## src/rtl/lag_generator_fir_if.sv

```systemverilog
// rtl/lag_generator_fir_if.sv - sample, coefficient and result signals of the lag generator
interface lag_generator_fir_if #(
    parameter int DATA_W = 16,
    parameter int COEF_W = 16,
    parameter int TAPS   = 16
);
    localparam int AW = (TAPS > 1) ? $clog2(TAPS) : 1;

    logic                     enable;
    logic signed [DATA_W-1:0] signal;
    logic                     flush;
    logic                     sat_en;
    logic                     coef_wr_en;
    logic [AW-1:0]            coef_wr_addr;
    logic signed [COEF_W-1:0] coef_wr_data;
    logic signed [DATA_W-1:0] signal_lag;
    logic signed [DATA_W-1:0] signal_align;
    logic                     ready;
    logic                     busy;
    logic                     overrun;
    logic                     wr_reject;

    modport master (
        output enable, signal, flush, sat_en, coef_wr_en, coef_wr_addr, coef_wr_data,
        input  signal_lag, signal_align, ready, busy, overrun, wr_reject
    );

    modport slave (
        input  enable, signal, flush, sat_en, coef_wr_en, coef_wr_addr, coef_wr_data,
        output signal_lag, signal_align, ready, busy, overrun, wr_reject
    );
endinterface

```

## src/rtl/lag_generator_fir.sv

```systemverilog
// rtl/lag_generator_fir.sv - fixed-point FIR echo generator, one shared MAC, one tap per cycle
module lag_generator_fir #(
    parameter int DATA_W    = 16,
    parameter int COEF_W    = 16,
    parameter int COEF_FRAC = 15,
    parameter int TAPS      = 16
) (
    input  logic               clk_operation,
    input  logic               rst,
    lag_generator_fir_if.slave bus
);
    localparam int AW    = (TAPS > 1) ? $clog2(TAPS) : 1;
    localparam int ACC_W = DATA_W + COEF_W + $clog2(TAPS);
    localparam int RW    = ACC_W + 1;
    localparam int PW    = DATA_W + COEF_W;

    localparam logic [AW-1:0]        LAST   = AW'(TAPS - 1);
    localparam logic [AW:0]          TAPS_V = (AW + 1)'(TAPS);
    localparam logic signed [RW-1:0] HALF   = RW'(1) <<< (COEF_FRAC - 1);
    localparam logic signed [RW-1:0] MAXV   = RW'(2 ** (DATA_W - 1) - 1);
    localparam logic signed [RW-1:0] MINV   = ~MAXV;

    typedef enum logic [1:0] {IDLE, MAC, ROUND} state_t;

    state_t                   state;
    state_t                   state_nxt;
    logic signed [DATA_W-1:0] hist [TAPS];
    logic signed [COEF_W-1:0] coef [TAPS];
    logic signed [ACC_W-1:0]  acc;
    logic [AW-1:0]            head;
    logic [AW-1:0]            k;
    logic [AW-1:0]            rd_idx;
    logic signed [DATA_W-1:0] pend_align;
    logic                     pend_wr;
    logic [AW-1:0]            pend_addr;
    logic signed [COEF_W-1:0] pend_data;

    logic                     start;
    logic                     wr_ok;
    logic signed [PW-1:0]     prod;
    logic signed [RW-1:0]     rnd;
    logic signed [DATA_W-1:0] lag_nxt;

    assign start    = (state == IDLE) && bus.enable;
    assign wr_ok    = (state == IDLE) && ({1'b0, bus.coef_wr_addr} < TAPS_V);
    assign prod     = coef[k] * hist[rd_idx];
    assign rnd      = (RW'(acc) + HALF) >>> COEF_FRAC;
    assign bus.busy = (state != IDLE);

    always_comb begin
        state_nxt = state;
        case (state)
            IDLE:    if (bus.enable) state_nxt = MAC;
            MAC:     if (k == LAST) state_nxt = ROUND;
            ROUND:   state_nxt = IDLE;
            default: state_nxt = IDLE;
        endcase
    end

    always_comb begin
        lag_nxt = rnd[DATA_W-1:0];
        if (bus.sat_en) begin
            if (rnd > MAXV)
                lag_nxt = MAXV[DATA_W-1:0];
            else if (rnd < MINV)
                lag_nxt = MINV[DATA_W-1:0];
        end
    end

    always_ff @(posedge clk_operation or negedge rst) begin
        if (!rst) begin
            state            <= IDLE;
            for (int i = 0; i < TAPS; i++) begin
                hist[i] <= '0;
                coef[i] <= '0;
            end
            acc              <= '0;
            head             <= '0;
            k                <= '0;
            rd_idx           <= '0;
            pend_align       <= '0;
            pend_wr          <= 1'b0;
            pend_addr        <= '0;
            pend_data        <= '0;
            bus.signal_lag   <= '0;
            bus.signal_align <= '0;
            bus.ready        <= 1'b0;
            bus.overrun      <= 1'b0;
            bus.wr_reject    <= 1'b0;
        end else begin
            state         <= state_nxt;
            bus.ready     <= 1'b0;
            bus.overrun   <= 1'b0;
            bus.wr_reject <= 1'b0;

            // Flush clears first so a simultaneous enable lands in an empty history.
            if ((state == IDLE) && bus.flush) begin
                for (int i = 0; i < TAPS; i++)
                    hist[i] <= '0;
            end
            if (start) begin
                hist[head] <= bus.signal;
                pend_align <= bus.signal;
                acc        <= '0;
                k          <= '0;
                rd_idx     <= head;
            end
            if (bus.enable && (state != IDLE))
                bus.overrun <= 1'b1;

            // A write arriving with enable is parked until ROUND so this run sees the old value.
            if (bus.coef_wr_en) begin
                if (!wr_ok) begin
                    bus.wr_reject <= 1'b1;
                end else if (bus.enable) begin
                    pend_wr   <= 1'b1;
                    pend_addr <= bus.coef_wr_addr;
                    pend_data <= bus.coef_wr_data;
                end else begin
                    coef[bus.coef_wr_addr] <= bus.coef_wr_data;
                end
            end

            if (state == MAC) begin
                acc    <= acc + ACC_W'(prod);
                k      <= k + AW'(1);
                rd_idx <= (rd_idx == '0) ? LAST : rd_idx - AW'(1);
            end

            if (state == ROUND) begin
                bus.signal_lag   <= lag_nxt;
                bus.signal_align <= pend_align;
                bus.ready        <= 1'b1;
                head             <= (head == LAST) ? '0 : head + AW'(1);
                if (pend_wr)
                    coef[pend_addr] <= pend_data;
                pend_wr <= 1'b0;
            end
        end
    end
endmodule
```

## src/flat_wrapper.sv

```systemverilog
// flat-port wrapper written by rule: the top's interface ports become plain ports
module lag_generator_fir_flat 
#(
    parameter int DATA_W    = 16,
    parameter int COEF_W    = 16,
    parameter int COEF_FRAC = 15,
    parameter int TAPS      = 16
)
  (clk_operation, rst, bus_enable, bus_signal, bus_flush, bus_sat_en, bus_coef_wr_en, bus_coef_wr_addr, bus_coef_wr_data, bus_signal_lag, bus_signal_align, bus_ready, bus_busy, bus_overrun, bus_wr_reject);
  lag_generator_fir_if #(.DATA_W(DATA_W), .COEF_W(COEF_W), .TAPS(TAPS)) bus_i ();
  input  logic clk_operation;
  input  logic rst;
  input wire logic [$bits(bus_i.enable)-1:0] bus_enable;
  input wire logic [$bits(bus_i.signal)-1:0] bus_signal;
  input wire logic [$bits(bus_i.flush)-1:0] bus_flush;
  input wire logic [$bits(bus_i.sat_en)-1:0] bus_sat_en;
  input wire logic [$bits(bus_i.coef_wr_en)-1:0] bus_coef_wr_en;
  input wire logic [$bits(bus_i.coef_wr_addr)-1:0] bus_coef_wr_addr;
  input wire logic [$bits(bus_i.coef_wr_data)-1:0] bus_coef_wr_data;
  output wire logic [$bits(bus_i.signal_lag)-1:0] bus_signal_lag;
  output wire logic [$bits(bus_i.signal_align)-1:0] bus_signal_align;
  output wire logic [$bits(bus_i.ready)-1:0] bus_ready;
  output wire logic [$bits(bus_i.busy)-1:0] bus_busy;
  output wire logic [$bits(bus_i.overrun)-1:0] bus_overrun;
  output wire logic [$bits(bus_i.wr_reject)-1:0] bus_wr_reject;
  assign bus_i.enable = bus_enable;
  assign bus_i.signal = bus_signal;
  assign bus_i.flush = bus_flush;
  assign bus_i.sat_en = bus_sat_en;
  assign bus_i.coef_wr_en = bus_coef_wr_en;
  assign bus_i.coef_wr_addr = bus_coef_wr_addr;
  assign bus_i.coef_wr_data = bus_coef_wr_data;
  assign bus_signal_lag = bus_i.signal_lag;
  assign bus_signal_align = bus_i.signal_align;
  assign bus_ready = bus_i.ready;
  assign bus_busy = bus_i.busy;
  assign bus_overrun = bus_i.overrun;
  assign bus_wr_reject = bus_i.wr_reject;
  lag_generator_fir #(.DATA_W(DATA_W), .COEF_W(COEF_W), .COEF_FRAC(COEF_FRAC), .TAPS(TAPS)) u_core (.clk_operation(clk_operation), .rst(rst), .bus(bus_i));
endmodule
```

## config.mk

```make
export PLATFORM = sky130hd
export DESIGN_NAME = lag_generator_fir_flat
export DESIGN_NICKNAME = d
export VERILOG_FILES = /design/src/rtl/lag_generator_fir_if.sv /design/src/rtl/lag_generator_fir.sv /design/src/flat_wrapper.sv
export SDC_FILE = /design/constraint.sdc
export NUM_CORES = 2
export LEC_CHECK = 0
export BUFFER_PORTS_ARGS = -buffer_cell sky130_fd_sc_hd__clkbuf_2
export CORE_MARGIN = 1.5
export CORE_UTILIZATION = 41
export CTS_BUF_LIST = sky130_fd_sc_hd__clkbuf_4
export DETAILED_ROUTE_END_ITERATION = 7
export SLEW_MARGIN = 15
export SYNTH_ARGS = -nofsm -noshare
export SYNTH_HDL_FRONTEND = slang
export SYNTH_SLANG_ARGS = --single-unit
export TNS_END_PERCENT = 50
```

## constraint.sdc

```tcl
create_clock -name clk_operation -period 13.8 [get_ports clk_operation]
set_input_delay 2.76 -clock clk_operation [delete_from_list [all_inputs] [get_ports clk_operation]]
set_output_delay 2.76 -clock clk_operation [all_outputs]
set_load 0.005 [all_outputs]
```

# After elaboration in Yosys (flattened, before gate mapping)
# Index checks and enable logic that the tools add are counted.
# word_totals
register_bits	634
out_inout_bits	36
elab_cells	133
# classes
n_addsub	5
n_mul	1
order_cmp	10
eq_ne	6
n_mux	44
bitwise	5
n_reduce_logical	16
# op_table
cell	count
256-bit two-way mux	7
256-bit bitwise mux	3
16-bit demux with 4-bit select	3
16-bit two-way mux	10
16-bit binary-select mux with 4-bit select	2
36-bit two-way mux	2
36-bit by 16-bit adder with 37-bit output (second input constant)	1
36-bit by 32-bit adder with 36-bit output	1
16-bit by 16-bit multiplier with 32-bit output	1
5-bit >= comparator (second input constant)	5
4-bit inverter with 5-bit output	5
4-bit two-way mux	6
22-bit by 16-bit > comparator with 1-bit output (second input constant)	1
22-bit by 16-bit less-than comparator with 1-bit output (second input constant)	1
5-bit by 1-bit less-than comparator with 1-bit output (second input constant)	3
2-bit nonzero test	5
4-bit by 1-bit adder with 4-bit output (second input constant)	2
4-bit equality test (second input constant)	2
1-bit two-way mux	8
1-bit logical AND	6
3-bit AND reduction	2
4-bit logical NOT	1
2-bit two-way mux	2
2-bit one-hot mux with 2 select lines	1
7 further kinds	7

# Depth between registers and ports, before layout
# depth
word_depth	12
depth_mapped	31

# Worst setup path after synthesis
# OpenSTA, ideal clock, no wires.
# synth_timing
kind	register to register
start	register u_core.k[0]
end	register u_core.acc[33]
arrival_ns	7.223
setup_slack_ns	6.449
stages_incl_launch_ff	28
path_buffers	4
synth_period_minus_slack_ns	7.351
path_cell_list	dfrtp_1 -> buf_4 -> buf_4 -> buf_4 -> mux4_2 -> a22oi_1 -> nand2_1 -> clkbuf_1 -> and2_1 -> fa_1 -> inv_1 -> fa_1 -> fa_1 -> inv_1 -> fa_1 -> fa_1 -> inv_1 -> fa_1 -> inv_1 -> ha_1 -> and3_1 -> a221oi_2 -> o211ai_1 -> a221o_1 -> a31oi_2 -> o31ai_1 -> a211oi_1 -> o31ai_1
# synth_via
elab_chain_cells	7
# synth_rtl
element	line_no	rtl
start: declaration	lag_generator_fir.sv:31	logic [AW-1:0] k;
start signal: assignment	lag_generator_fir.sv:126	k <= k + AW'(1);
4-bit inverter with 5-bit output (implied by the code)	lag_generator_fir.sv:46	assign prod = coef[k] * hist[rd_idx];
16-bit binary-select mux with 4-bit select	lag_generator_fir.sv:46	
16-bit two-way mux (implied by the code) (2 in a row)	lag_generator_fir.sv:46	
16-bit by 16-bit multiplier with 32-bit output	lag_generator_fir.sv:46	
36-bit by 32-bit adder with 36-bit output	lag_generator_fir.sv:125	acc <= acc + ACC_W'(prod);
36-bit two-way mux	lag_generator_fir.sv:124	if (state == MAC) begin
end signal: assignment	lag_generator_fir.sv:125	
end: declaration	lag_generator_fir.sv:29	logic signed [ACC_W-1:0] acc;
# No other way between the ends. The select of a mux whose other input is x is not followed.
# A chain may end at the register's enable or synchronous reset.

# Worst setup path after layout
# layout_timing
start	register u_core.rd_idx[1]
end	register u_core.acc[32]
# layout_via
elab_chain_cells	7
# layout_rtl
element	line_no	rtl
start: declaration	lag_generator_fir.sv:32	logic [AW-1:0] rd_idx;
start signal: assignment	lag_generator_fir.sv:127	rd_idx <= (rd_idx == '0) ? LAST : rd_idx - AW'(1);
4-bit inverter with 5-bit output (implied by the code)	lag_generator_fir.sv:46	
16-bit binary-select mux with 4-bit select	lag_generator_fir.sv:46	
16-bit two-way mux (implied by the code) (2 in a row)	lag_generator_fir.sv:46	
16-bit by 16-bit multiplier with 32-bit output	lag_generator_fir.sv:46	
36-bit by 32-bit adder with 36-bit output	lag_generator_fir.sv:125	
36-bit two-way mux	lag_generator_fir.sv:124	
# No other way between the ends. The select of a mux whose other input is x is not followed.

==> flow_summary.json <==
{
  "grt_remaining_overflow": 0,
  "antenna_left": 0,
  "rsz0062_at_grt": "no",
  "layout.nets": 5047,
  "area_delta_synth_final_pct": 8.72,
  "root_buffer": "clkbuf_4",
  "gr-usage-met2_pct": 35.8,
  "initial_core_util_pct": 41.2,
  "drt_iter0_drc": 2616,
  "grt_max_degree": 143,
  "fp-row-count": 119,
  "setup_violations": 0,
  "fill_cells": 10200,
  "clockBufferDepth": 3,
  "die_w_microns": 328,
  "grt_pass1_wl_mm": 198,
  "worstPathRequired_ns": 14.75,
  "finalSetupTns_ns": 0,
  "htree_levels": 4,
  "ctsHoldBuffers": 0,
  "critPathMaxFanout": 35,
  "final_util_pct": 44.8,
  "worst_hold_path_type": "reg -> reg",
  "cpMostUsedCell": "fa_1",
  "start_kind": "flop",
  "finalClockSkew_ns": 0.0907,
  "die-area_sq_um": 108000,
  "period_minus_slack_ns": 8.92,
  "top_usage_layer": "met2",
  "cts.clk_slew.worst_paths_ns": 0.06,
  "final_cell_count_no_fill": 6098,
  "grtUsageMet3_pct": 5.12,
  "cts_resized": 0,
  "die_h_microns": 328,
  "drive_above_1_share_pct": 12.8,
  "wire_per_inst_microns": 20.7,
  "critPathKind": "reg -> reg",
  "cp.arrival_ns": 9.87,
  "path_buf_inv": 5,
  "synth-seq-cells": 634,
  "cts_tree": "done",
  "hold_violations": 0,
  "cts_setup_buffers": 0,
  "ys.flop_type": "dfrtp_1",
  "cts.sinks": 634,
  "vias": 32600,
  "drt-total-wl_mm": 126,
  "core_sq_um": 105000,
  "gp_congestion": 0.848,
  "crit_slowest_cell": "nor2b_2",
  "worstSetupEndpointType": "flop",
  "drc_errors": 0,
  "dp_cells": 5789,
  "max_freq_mhz": 112,
  "finalCritPeriodShare_pct": 64.6,
  "grtUsageTotal_pct": 23.8,
  "grt_pass1_vias": 32900,
  "firstDrtPassIters": 6,
  "post-dp-hpwl_mm": 79.7,
  "tightest_slew_ns": 1.20,
  "cts-buffers-inserted": 177,
  "yosysWarningCount": 0,
  "status": "finished clean",
  "io_pins": 78,
  "syn_nets": 5060,
  "via_per_inst": 5.34,
  "ys_seq_area_share_pct": 36.6,
  "drv_cap": 0,
  "synthCells": 4590,
  "async_flop_share_pct": 100,
  "cp_top_family": "adder cells",
  "synth.cell_area_sq_um": 43400,
  "ys_types": 76,
  "port_buffers": 77,
  "grt.met1_usage_pct": 33.9,
  "antenna_found_initial": 11,
  "max_stage_delay_ns": 0.75,
  "avgSynthCellArea_sq_um": 9.45,
  "synth_edf_count": 0,
  "slew_headroom_pct": 19.8,
  "drv_slew": 0,
  "insertion_delay_ns": 1.15
}
-- final cells by class --
class,count,area (sq um),area share [%]
antenna,5,12.5,0.0265
timing repair buffer,165,1080,2.30
clock inverter,51,344,0.730
multi-input combinational,3202,24700,52.4
sequential,634,15900,33.7
tap,1391,1740,3.69
inverter,397,1490,3.16
clock buffer,253,1900,4.03
-- Yosys cell counts (5+ instances only) --
cell	n	share of area [%]
nor3_1	16	0.18
a21o_1	8	0.14
buf_1	5	0.043
ha_1	114	3.3
mux2i_1	389	9.0
a31oi_1	8	0.12
o31ai_1	6	0.10
buf_4	24	0.42
nand4_1	5	0.072
buf_2	32	0.37
clkbuf_1	293	2.5
a21oi_2	12	0.24
or3_1	5	0.072
o21ai_1	70	0.81
a21oi_1	49	0.57
inv_1	396	3.4
xnor2_1	31	0.63
fa_1	314	14
nand2_1	1057	9.2
and2_1	137	2.0
mux2_2	21	0.55
o21ai_0	530	6.1
a22oi_1	32	0.55
o21bai_1	5	0.087
xor2_1	16	0.32
nand2b_1	8	0.12
and3_1	9	0.13
a211oi_1	7	0.12
nand3_1	26	0.30
nor2b_1	9	0.13
a221oi_1	66	1.3
o21a_1	9	0.16
mux4_2	64	3.3
nor2_1	121	1.0
dfrtp_1	634	37
-- tightest hold or removal path, cell delays in order (launching register included) --
cell and delay (ns):
dfrtp_1 0.34, nand2_1 0.05, nand2_1 0.04
-- layer usage --
| metal | vias to the layer above | share of wire (%) |
|---|---|---|
| li1 | 15100 | - |
| met1 | 16100 | 46 |
| met2 | 1057 | 45 |
| met3 | 256 | 6.9 |
| met4 | 10 | 2.8 |
| met5 | - | 0.050 |
-- layout by cell type, fill, tap and decap left out, drive strengths merged, types with 6 or more instances in the layout --
| cell | count |
|---|---|
| buf | 89 |
| nand4 | 6 |
| nand2b | 8 |
| a221oi | 68 |
| dfrtp | 634 |
| xnor2 | 31 |
| o21a | 9 |
| clkinv | 42 |
| ha | 114 |
| nand3 | 28 |
| o21ai | 600 |
| and3 | 9 |
| mux4 | 64 |
| nor2b | 9 |
| nor3 | 19 |
| a211oi | 8 |
| nand2 | 1057 |
| nor2 | 123 |
| a21oi | 61 |
| a21o | 8 |
| clkbuf | 329 |
| o31ai | 7 |
| and2 | 137 |
| fa | 314 |
| mux2 | 21 |
| inv | 403 |
| a22oi | 32 |
| xor2 | 16 |
| mux2i | 389 |
| a31oi | 9 |
-- kinds of logic (layout without fill, tap and decap cells) --
| kind of cell | after synthesis | count (layout) | share of synthesized area (%) |
|---|---|---|---|
| AO/OA/AOI/OAI | 834 | 834 | 11.1 |
| XOR/XNOR | 47 | 47 | 0.950 |
| adder cells (fa/ha/maj) | 428 | 428 | 17.8 |
| buffers and inverters | 754 | 866 | 6.88 |
| flip-flops | 634 | 634 | 36.6 |
| multiplexers | 474 | 474 | 12.9 |
| other | 0 | 5 | 0 |
| AND/OR/NAND/NOR | 1419 | 1419 | 13.8 |
-- registers in the layout (all words and copies together), names as in the netlist --
name	cells
u_core.pend_addr	4
u_core.pend_align	16
u_core.acc	36
u_core.hist	256
u_core.bus.wr_reject	1
u_core.coef	256
u_core.bus.signal_lag	16
u_core.bus.ready	1
u_core.bus.signal_align	16
u_core.head	4
u_core.pend_wr	1
u_core.rd_idx	4
u_core.k	4
u_core.bus.overrun	1
u_core.state	2
u_core.pend_data	16
-- worst paths after layout --
path,cells after the start,endpoint,start,slack (ns)
min in group asynchronous,1,u_core.bus.signal_lag[12]$_DFFE_PN0P_,rst,1.66
worst max-delay path,25,u_core.acc[32]$_DFFE_PN0P_,u_core.rd_idx[1]$_DFFE_PN0P_,4.88
worst max register to register,25,u_core.acc[32]$_DFFE_PN0P_,u_core.rd_idx[1]$_DFFE_PN0P_,4.88
worst min register to register,2,u_core.bus.signal_align[1]$_DFFE_PN0P_,u_core.pend_align[1]$_DFFE_PN0P_,0.46
worst min-delay path,2,u_core.bus.signal_align[1]$_DFFE_PN0P_,u_core.pend_align[1]$_DFFE_PN0P_,0.46
max in group asynchronous,3,u_core.pend_data[1]$_DFFE_PN0P_,rst,9.97
-- stage by stage --
| step | setup WS (ns) | hold slack [ns] | cell area, sq um |
|---|---|---|---|
| 5_1_grt | 4.43 | 0.497 | 47100 |
| 4_1_cts | 4.91 | 0.461 | 47100 |
| 3_3_place_gp | 4.99 | 0.452 | 44900 |
| 6_report | 4.88 | 0.462 | 47100 |
| 2_1_floorplan | 6.45 | 0.439 | 43400 |
| 3_5_place_dp | 4.96 | 0.448 | 44900 |
Power is not shown: default switching activity piles up to over one toggle a cycle in this logic, so the estimate is an artifact.
